<file path="src/rtl/lilme_req_arbiter.sv">
// Round-robin front end that shares one LilME matrix engine between NREQ clients.
// Issues one command at a time, tracks the engine Busy handshake and routes the result back.
module lilme_req_arbiter #(
    parameter int NREQ    = 4,
    parameter int dw      = 31,
    parameter int ACK_TMO = 4
) (
    input  logic                      clk,
    input  logic                      reset,
    input  logic [NREQ-1:0]           req_valid,
    input  logic [3*NREQ-1:0]         req_opcode,
    input  logic [NREQ-1:0]           req_a,
    input  logic [NREQ-1:0]           req_b,
    output logic [NREQ-1:0]           req_ready,
    output logic [NREQ-1:0]           rsp_valid,
    output logic                      rsp_err,
    output logic [dw:0]               rsp_result,
    output logic [2:0]                me_opcode,
    output logic                      me_a,
    output logic                      me_b,
    input  logic                      me_busy,
    input  logic [dw:0]               me_result,
    output logic [$clog2(NREQ)-1:0]   grant_id
);

    localparam int IW = $clog2(NREQ);

    typedef enum logic [2:0] {
        IDLE,
        ISSUE,
        WAIT_ACK,
        RUN,
        RESP
    } state_t;

    state_t          state;
    state_t          state_n;

    logic [IW-1:0]   rr;
    logic [IW-1:0]   gid_q;
    logic [2:0]      opc_q;
    logic            a_q;
    logic            b_q;
    logic [3:0]      cnt;
    logic            err_q;
    logic [dw:0]     result_q;

    logic            found;
    logic [IW-1:0]   pick;
    logic [IW:0]     cand;
    logic [2:0]      sel_op;
    logic            sel_a;
    logic            sel_b;
    logic            accept;
    logic            capture;
    logic            tmo;

    // Round-robin search starting at rr, wrapping modulo NREQ.
    always_comb begin
        found = 1'b0;
        pick  = '0;
        cand  = '0;
        for (int unsigned k = 0; k < NREQ; k++) begin
            cand = {1'b0, rr} + (IW+1)'(k);
            if (cand >= (IW+1)'(NREQ)) begin
                cand = cand - (IW+1)'(NREQ);
            end
            if (!found && req_valid[cand[IW-1:0]]) begin
                found = 1'b1;
                pick  = cand[IW-1:0];
            end
        end
    end

    always_comb begin
        sel_op = '0;
        sel_a  = 1'b0;
        sel_b  = 1'b0;
        for (int unsigned j = 0; j < NREQ; j++) begin
            if (pick == IW'(j)) begin
                sel_op = req_opcode[3*j +: 3];
                sel_a  = req_a[j];
                sel_b  = req_b[j];
            end
        end
    end

    always_ff @(posedge clk) begin
        if (reset) begin
            state <= IDLE;
        end else begin
            state <= state_n;
        end
    end

    always_comb begin
        state_n   = state;
        req_ready = '0;
        rsp_valid = '0;
        rsp_err   = 1'b0;
        me_opcode = '0;
        me_a      = 1'b0;
        me_b      = 1'b0;
        accept    = 1'b0;
        capture   = 1'b0;
        tmo       = 1'b0;
        unique case (state)
            IDLE: begin
                if (!me_busy && found) begin
                    accept          = 1'b1;
                    req_ready[pick] = 1'b1;
                    state_n         = (sel_op == 3'b000) ? RESP : ISSUE;
                end
            end
            ISSUE: begin
                me_opcode = opc_q;
                me_a      = a_q;
                me_b      = b_q;
                state_n   = WAIT_ACK;
            end
            WAIT_ACK: begin
                if (me_busy) begin
                    state_n = RUN;
                end else if (cnt == 4'(ACK_TMO - 1)) begin
                    tmo     = 1'b1;
                    state_n = RESP;
                end
            end
            RUN: begin
                if (!me_busy) begin
                    capture = 1'b1;
                    state_n = RESP;
                end
            end
            RESP: begin
                rsp_valid[gid_q] = 1'b1;
                rsp_err          = err_q;
                state_n          = IDLE;
            end
            default: state_n = IDLE;
        endcase
        // Reset is synchronous, but the Mealy outputs must stay quiet while it is held.
        if (reset) begin
            req_ready = '0;
            rsp_valid = '0;
            rsp_err   = 1'b0;
            me_opcode = '0;
            me_a      = 1'b0;
            me_b      = 1'b0;
        end
    end

    always_ff @(posedge clk) begin
        if (reset) begin
            rr       <= '0;
            gid_q    <= '0;
            opc_q    <= '0;
            a_q      <= 1'b0;
            b_q      <= 1'b0;
            cnt      <= '0;
            err_q    <= 1'b0;
            result_q <= '0;
        end else begin
            if (accept) begin
                opc_q <= sel_op;
                a_q   <= sel_a;
                b_q   <= sel_b;
                gid_q <= pick;
                rr    <= (pick == IW'(NREQ - 1)) ? '0 : pick + 1'b1;
                err_q <= (sel_op == 3'b000);
                if (sel_op == 3'b000) begin
                    result_q <= '0;
                end
            end
            if (state == ISSUE) begin
                cnt <= '0;
            end else if (state == WAIT_ACK && !me_busy) begin
                cnt <= cnt + 1'b1;
            end
            if (tmo) begin
                err_q    <= 1'b1;
                result_q <= '0;
            end
            if (capture) begin
                err_q    <= 1'b0;
                result_q <= me_result;
            end
        end
    end

    assign rsp_result = result_q;
    assign grant_id   = gid_q;

endmodule
</file>
<file path="config.mk">
export PLATFORM = sky130hd
export DESIGN_NAME = lilme_req_arbiter
export DESIGN_NICKNAME = d
export VERILOG_FILES = /design/src/rtl/lilme_req_arbiter.sv
export SDC_FILE = /design/constraint.sdc
export NUM_CORES = 1
export LEC_CHECK = 0
export CAP_MARGIN = 40
export CORE_MARGIN = 2
export CORE_UTILIZATION = 45
export CTS_CLUSTER_SIZE = 24
export DETAILED_ROUTE_END_ITERATION = 8
export PLACE_DENSITY = 0.95
export SLEW_MARGIN = 15
export SYNTH_ARGS = -nofsm -noshare
export SYNTH_HDL_FRONTEND = slang
export SYNTH_SLANG_ARGS = --single-unit
</file>
<file path="constraint.sdc">
create_clock -name clk -period 6.16 [get_ports clk]
set_clock_uncertainty 0.15 [all_clocks]
set_input_delay 1.232 -clock clk [delete_from_list [all_inputs] [get_ports clk]]
set_output_delay 1.232 -clock clk [all_outputs]
set_load 0.05 [all_outputs]
</file>
After elaboration in Yosys (flattened, before gate mapping) --
Index checks and enable logic that the tools add are counted.
Word-level totals: bits in registers 49, bits in latches 0, bits in writable memories 0, bits in read-only memories 0, bits of input ports 59, output and inout port bits 48, logic and storage cells 131, memories kept 0
Operators by class: add/sub/neg operators 9, $mul 0, div/mod/pow operators 0, $lt $le $gt $ge 12, eq/ne operators 11, shift operators 0, multiplexer cells 69, bitwise operators 0, reduce and logical (&&, ||, !) cells 21
Operators with widths (number):
- 2-to-1 mux 32 bit | 4
- 2-to-1 mux 1 bit | 33
- 2-to-1 mux 3 bit | 11
- 2-to-1 mux 4 bit | 5
- less-than comparator 2 x 3 -> 1 bit, second input constant | 6
- 2-to-1 mux 2 bit | 9
- one-hot mux 3 bit (4 select lines) | 1
- greater-or-equal comparator 3 bit, second input constant | 3
- binary-select mux 1 bit (select 2 bit) | 4
- subtractor 2 x 1 -> 2 bit, second input constant | 4
- logical AND 1 bit | 7
- adder 2 x 2 -> 3 bit, second input constant | 2
- equality test 3 x 2 -> 1 bit, second input constant | 2
- zero test 3 bit | 2
- nonzero test 3 bit | 2
- adder 4 x 1 -> 4 bit, second input constant | 1
- demux 1 bit (select 2 bit) | 2
- equality test 2 bit, second input constant | 2
- equality test 4 x 2 -> 1 bit, second input constant | 1
- greater-or-equal comparator 2 x 1 -> 1 bit, second input constant | 2
- zero test 1 bit | 4
- inequality test 2 bit, second input constant | 2
- OR reduction 2 bit | 2
- adder 2 x 1 -> 3 bit, second input constant | 1
- 10 further kinds | 10

Logic depth before layout (Yosys ltp) --
Gate-level depths: netlist of run 1.
depth in word-level cells 24, depth in mapped cells 11, gate-level depth less buffers 9

Worst setup path before layout of run 1 --
No wires, ideal clock.
path type input port to output port, start input me_busy, end output req_ready[2], arrival 3.133 ns, data required time 4.778 ns, setup slack 1.645 ns, cell stages on the path 4, path buffers 2, cells stage by stage or4b_1 > buf_2 > clkbuf_1 > nor3_1
Between the ends: word-level cells in the longest chain between the ends 5
Ends and longest elaborated chain:
- from (decl) | RTL line 21 | input logic me_busy,
- zero test 1 bit | RTL line 109 | if (!me_busy && found) begin
- logical AND 1 bit | RTL line 109
- 2-to-1 mux 4 bit | RTL line 109
- 2-to-1 mux 4 bit | RTL line 107 | unique case (state)
- 2-to-1 mux 4 bit | RTL line 143 | if (reset) begin
- to (decl) | RTL line 14 | output logic [NREQ-1:0] req_ready,
Every way passes these cells.

Worst setup path after layout of run 1 --
start input req_valid[0], end output req_ready[2]
Between the ends: word-level cells in the longest chain between the ends 19, elaborated cells between the ends (all ways) 31, those cells by class order compare: 2; mux: 21; reduce/logical: 8
Ends and longest elaborated chain:
- from (decl) | RTL line 10 | input logic [NREQ-1:0] req_valid,
- binary-select mux 1 bit (select 2 bit) | RTL line 68 | if (!found && req_valid[cand[IW-1:0]]) begin
- 2-to-1 mux 1 bit (implied by the code) | RTL line 68
- 2-to-1 mux 1 bit | RTL line 68
- zero test 1 bit | RTL line 68
- logical AND 1 bit | RTL line 68
- 2-to-1 mux 1 bit | RTL line 68
- zero test 1 bit | RTL line 68
- logical AND 1 bit | RTL line 68
- [4 not listed]
- named net pick[1] | RTL line 49 | logic [IW-1:0] pick;
- less-than comparator 2 x 3 -> 1 bit (implied by the code) or greater-or-equal comparator 2 x 1 -> 1 bit (tied branches) | RTL line 111 | req_ready[pick] = 1'b1;
- logical AND 1 bit (implied by the code) | RTL line 111
- 2-to-1 mux 1 bit (implied by the code) | RTL line 111
- demux 1 bit (select 2 bit) (*) | RTL line 111
- 2-to-1 mux 4 bit (*) | RTL line 109
- 2-to-1 mux 4 bit (*) | RTL line 107
- 2-to-1 mux 4 bit (*) | RTL line 143
Mark *: on every way through the listed nets, which the timed path passes. The rest lies on a longest branch. The select of a mux whose other input is x is not followed.

==> results of run 1 <==
cell usage after synthesis, types with 2 or more instances:
| master | n | area (µm²) |
|---|---|---|
| nand2_1 | 45 | 169 |
| a211oi_1 | 8 | 60.1 |
| nand2b_1 | 3 | 18.8 |
| nor2b_1 | 6 | 37.5 |
| nor3_1 | 5 | 25.0 |
| o21ai_0 | 27 | 135 |
| nor4b_1 | 3 | 26.3 |
| a21oi_1 | 11 | 55.1 |
| o21ai_1 | 8 | 40.0 |
| nand3b_1 | 38 | 285 |
| ha_1 | 5 | 62.6 |
| nor2_1 | 12 | 45.0 |
| a311oi_1 | 2 | 17.5 |
| dfxtp_1 | 49 | 981 |
| buf_2 | 4 | 20.0 |
| xor2_1 | 2 | 17.5 |
| clkbuf_1 | 16 | 60.1 |
| and2_1 | 10 | 62.6 |
| inv_1 | 5 | 18.8 |
| nor3b_1 | 6 | 45.0 |
layer usage:
metal / GRT usage [%] / wire [µm]
met1: 25.7 / 2880
met3: 3.88 / 282
met5: 0 / 0
met4: 8.00 / 156
met2: 39.1 / 3270
power by group:
part	switching (mW)	internal [mW]	total [mW]	leakage [nW]
clock	0.113	0.0821	0.195	0.0447
combinational	0.141	0.113	0.255	0.802
sequential	0.0220	0.338	0.360	0.397
total	0.276	0.533	0.810	1.24
flip-flops by register name (all words and copies together), names as in the netlist:
signal	cells
cnt	4
b_q	1
a_q	1
rsp_result	32
opc_q	3
err_q	1
rr	2
state	3
grant_id	2
worst max-delay path: cells and delay by family:
kind,cells,cell delay (ns)
buffers and inverters,4,1.60
AND/OR/NAND/NOR,1,0.26
AO/OA/AOI/OAI,3,0.48
adder cells (fa/ha/maj),1,0.33
cell usage in the layout, fill, tap and decap left out, types with 2 or more instances in the layout:
cell             count
nor3b_1              6
o21ai_0             27
o21ai_1              7
nand2_1             45
and2_1              10
a311oi_1             2
inv_1                5
a21oi_1             11
nor3_1               5
nor2_1              12
xor2_1               2
nand3b_1            38
ha_1                 5
nor2b_1              5
dfxtp_1             49
a211oi_1             8
clkdlybuf4s50_1    106
clkbuf_8             5
nand2b_1             3
buf_4                5
nor4b_1              3
path summary, 6_finish.rpt:
check	start	endpoint	slack [ns]	cells after the start
min	opc_q[1]	opc_q[1]	0.31	2
min reg2reg	opc_q[1]	opc_q[1]	0.31	2
max	req_valid[0]	req_ready[2]	0.89	9
max reg2reg	rr[0]	rsp_result[24]	3.10	10
per-stage QoR:
stage / cells / utilization [%] / setup WS (ns)
after CTS: 456 / 70.5 / 0.881
final: 456 / 70.5 / 0.886
after floorplan: 286 / - / 1.65
after detailed placement: 448 / 68.7 / 0.872
after global routing: 456 / 70.5 / 0.688
after global placement: 446 / 68.3 / 0.984
final cells by class:
type / count / area [µm²]
clock inverters: 3 / 25.0
inverters: 5 / 18.8
flip-flops and latches: 49 / 981
fillers: 374 / 1510
multi-input cells: 211 / 1300
clock buffers: 5 / 68.8
repair buffers: 113 / 1120
well taps: 70 / 87.6
cells by family (layout without fill, tap and decap cells):
logic type | count (synthesis) | in the layout | synth area share (%)
AO/OA/AOI/OAI | 65 | 65 | 16.5
AND/OR/NAND/NOR | 137 | 137 | 33.4
multiplexers | 1 | 1 | 0.421
XOR/XNOR | 3 | 3 | 1.11
flip-flops | 49 | 49 | 41.3
buffers and inverters | 26 | 126 | 4.63
adder cells (fa/ha/maj) | 5 | 5 | 2.63
==> run_results.csv, run 1 <==
group,metric,value,unit
timing,worst_pin_slew,0.917,ns
power,peakVddDrop,131,µV
clocking,insertion_delay,0.31,ns
floorplan,core_area,5110,µm²
global_routing,overflow,0,
clocking,cts_root_buf,"clkbuf_8",
floorplan,num_rows,26,
clocking,cts_tree,"yes",
timing,slew_headroom,38.0,%
global_routing,grt_pass1_vias,2354,
critical_path,critPathRequiredTime,4.78,ns
detailed_routing,drc,0,
critical_path,crit_fanout,9,
timing,whs,0.307,ns
yosys,ys.flop_type,"dfxtp_1",
detailed_routing,drt_pass1_iterations,4,
timing,finalSetupTns,0,ns
detailed_routing,vias,2431,
yosys,synth.distinct_cells,41,
hold_path,min_path_type,"reg2reg",
detailed_routing,avgViaCountPerCell,5.33,
detailed_routing,drt_wl_total,6590,µm
flow_run,cap_violations,0,
power,leakagePower,1.24,nW
critical_path,cp_slowest_cell,"clkdlybuf4s50_1",
place,placed_area,3510,µm²
power,powerDensity,225,nW/µm²
yosys,syn-cell-area,2380,µm²
timing,finalCritPeriodShare,85.6,%
timing,hold_viol,0,
floorplan,start_util,46.5,%
final_layout,drive_gt1_share,5.70,%
global_routing,antenna_found_initial,0,
yosys,ys_warn_count,0,
place,gp_congestion,0.812,
clocking,clk_path_buf_depth,2,
power,total_power,0.810,mW
yosys,async_reset_ff_share,0,%
global_routing,track_usage,21.8,%
timing,fmax,190,MHz
floorplan,die_w,76.7,µm
clocking,postCtsSetupRepairBufs,0,
clocking,postCtsHoldBufs,0,
clocking,cts_resized,0,
final_layout,final_cell_area,3600,µm²
critical_path,critical_path_class,"in2out",
yosys,postSynthNetCount,350,
floorplan,die_area,5880,µm²
detailed_routing,ant_nets,0,
critical_path,critPathArrivalTime,3.89,ns
detailed_routing,routedWlPerCell,14.5,µm
yosys,ys_seq_area_share,41.3,%
floorplan,dieHeight,76.7,µm
yosys,ys_ff_latch,49,
global_routing,grt_max_degree,33,
timing,setup_violations,0,
yosys,synthCells,286,
timing,rsz0062_at_grt,"false",
global_routing,grt_pass1_wl,10600,µm
clocking,clkSlewWorstSetupHoldPaths,0.09,ns
yosys,syn_avg_cell_area,8.31,µm²
critical_path,cp_cell_sequence,"clkdlybuf4s50_1 -> a21oi_1 -> o21ai_0 -> o2bb2ai_1 -> inv_1 -> ha_1 -> inv_1 -> nor3_1 -> clkdlybuf4s50_1",
place,dp.final_hpwl,4840,µm
timing,finalMaxSlewViolations,0,
place,portBuffers,106,
outcome,run_status,"finished clean",
clocking,cts_max_level,2,
final_layout,nNetsFinal,449,
critical_path,critPathLaunchType,"input port",
critical_path,end_kind,"output port",
clocking,cts_sinks,49,
critical_path,max_stage_delay,0.85,ns
detailed_routing,first_iter_violations,92,
floorplan,io_pins,107,
final_layout,n_antenna_cell,0,
clocking,numCtsBuffers,5,
final_layout,area_delta_synth_final,51.5,%
yosys,synth_edf_count,0,
timing,fin_crit,5.27,ns
Power figures use the tool's default switching activity.
==> run 2, diff against run 1 <==
Settings changed: CTS_BUF_LIST set to sky130_fd_sc_hd__clkbuf_4 sky130_fd_sc_hd__clkbuf_8 sky130_fd_sc_hd__clkbuf_16.
==> results of run 2 <==
Same layout as run 1: the final DEF is identical, and so are final timing and power.
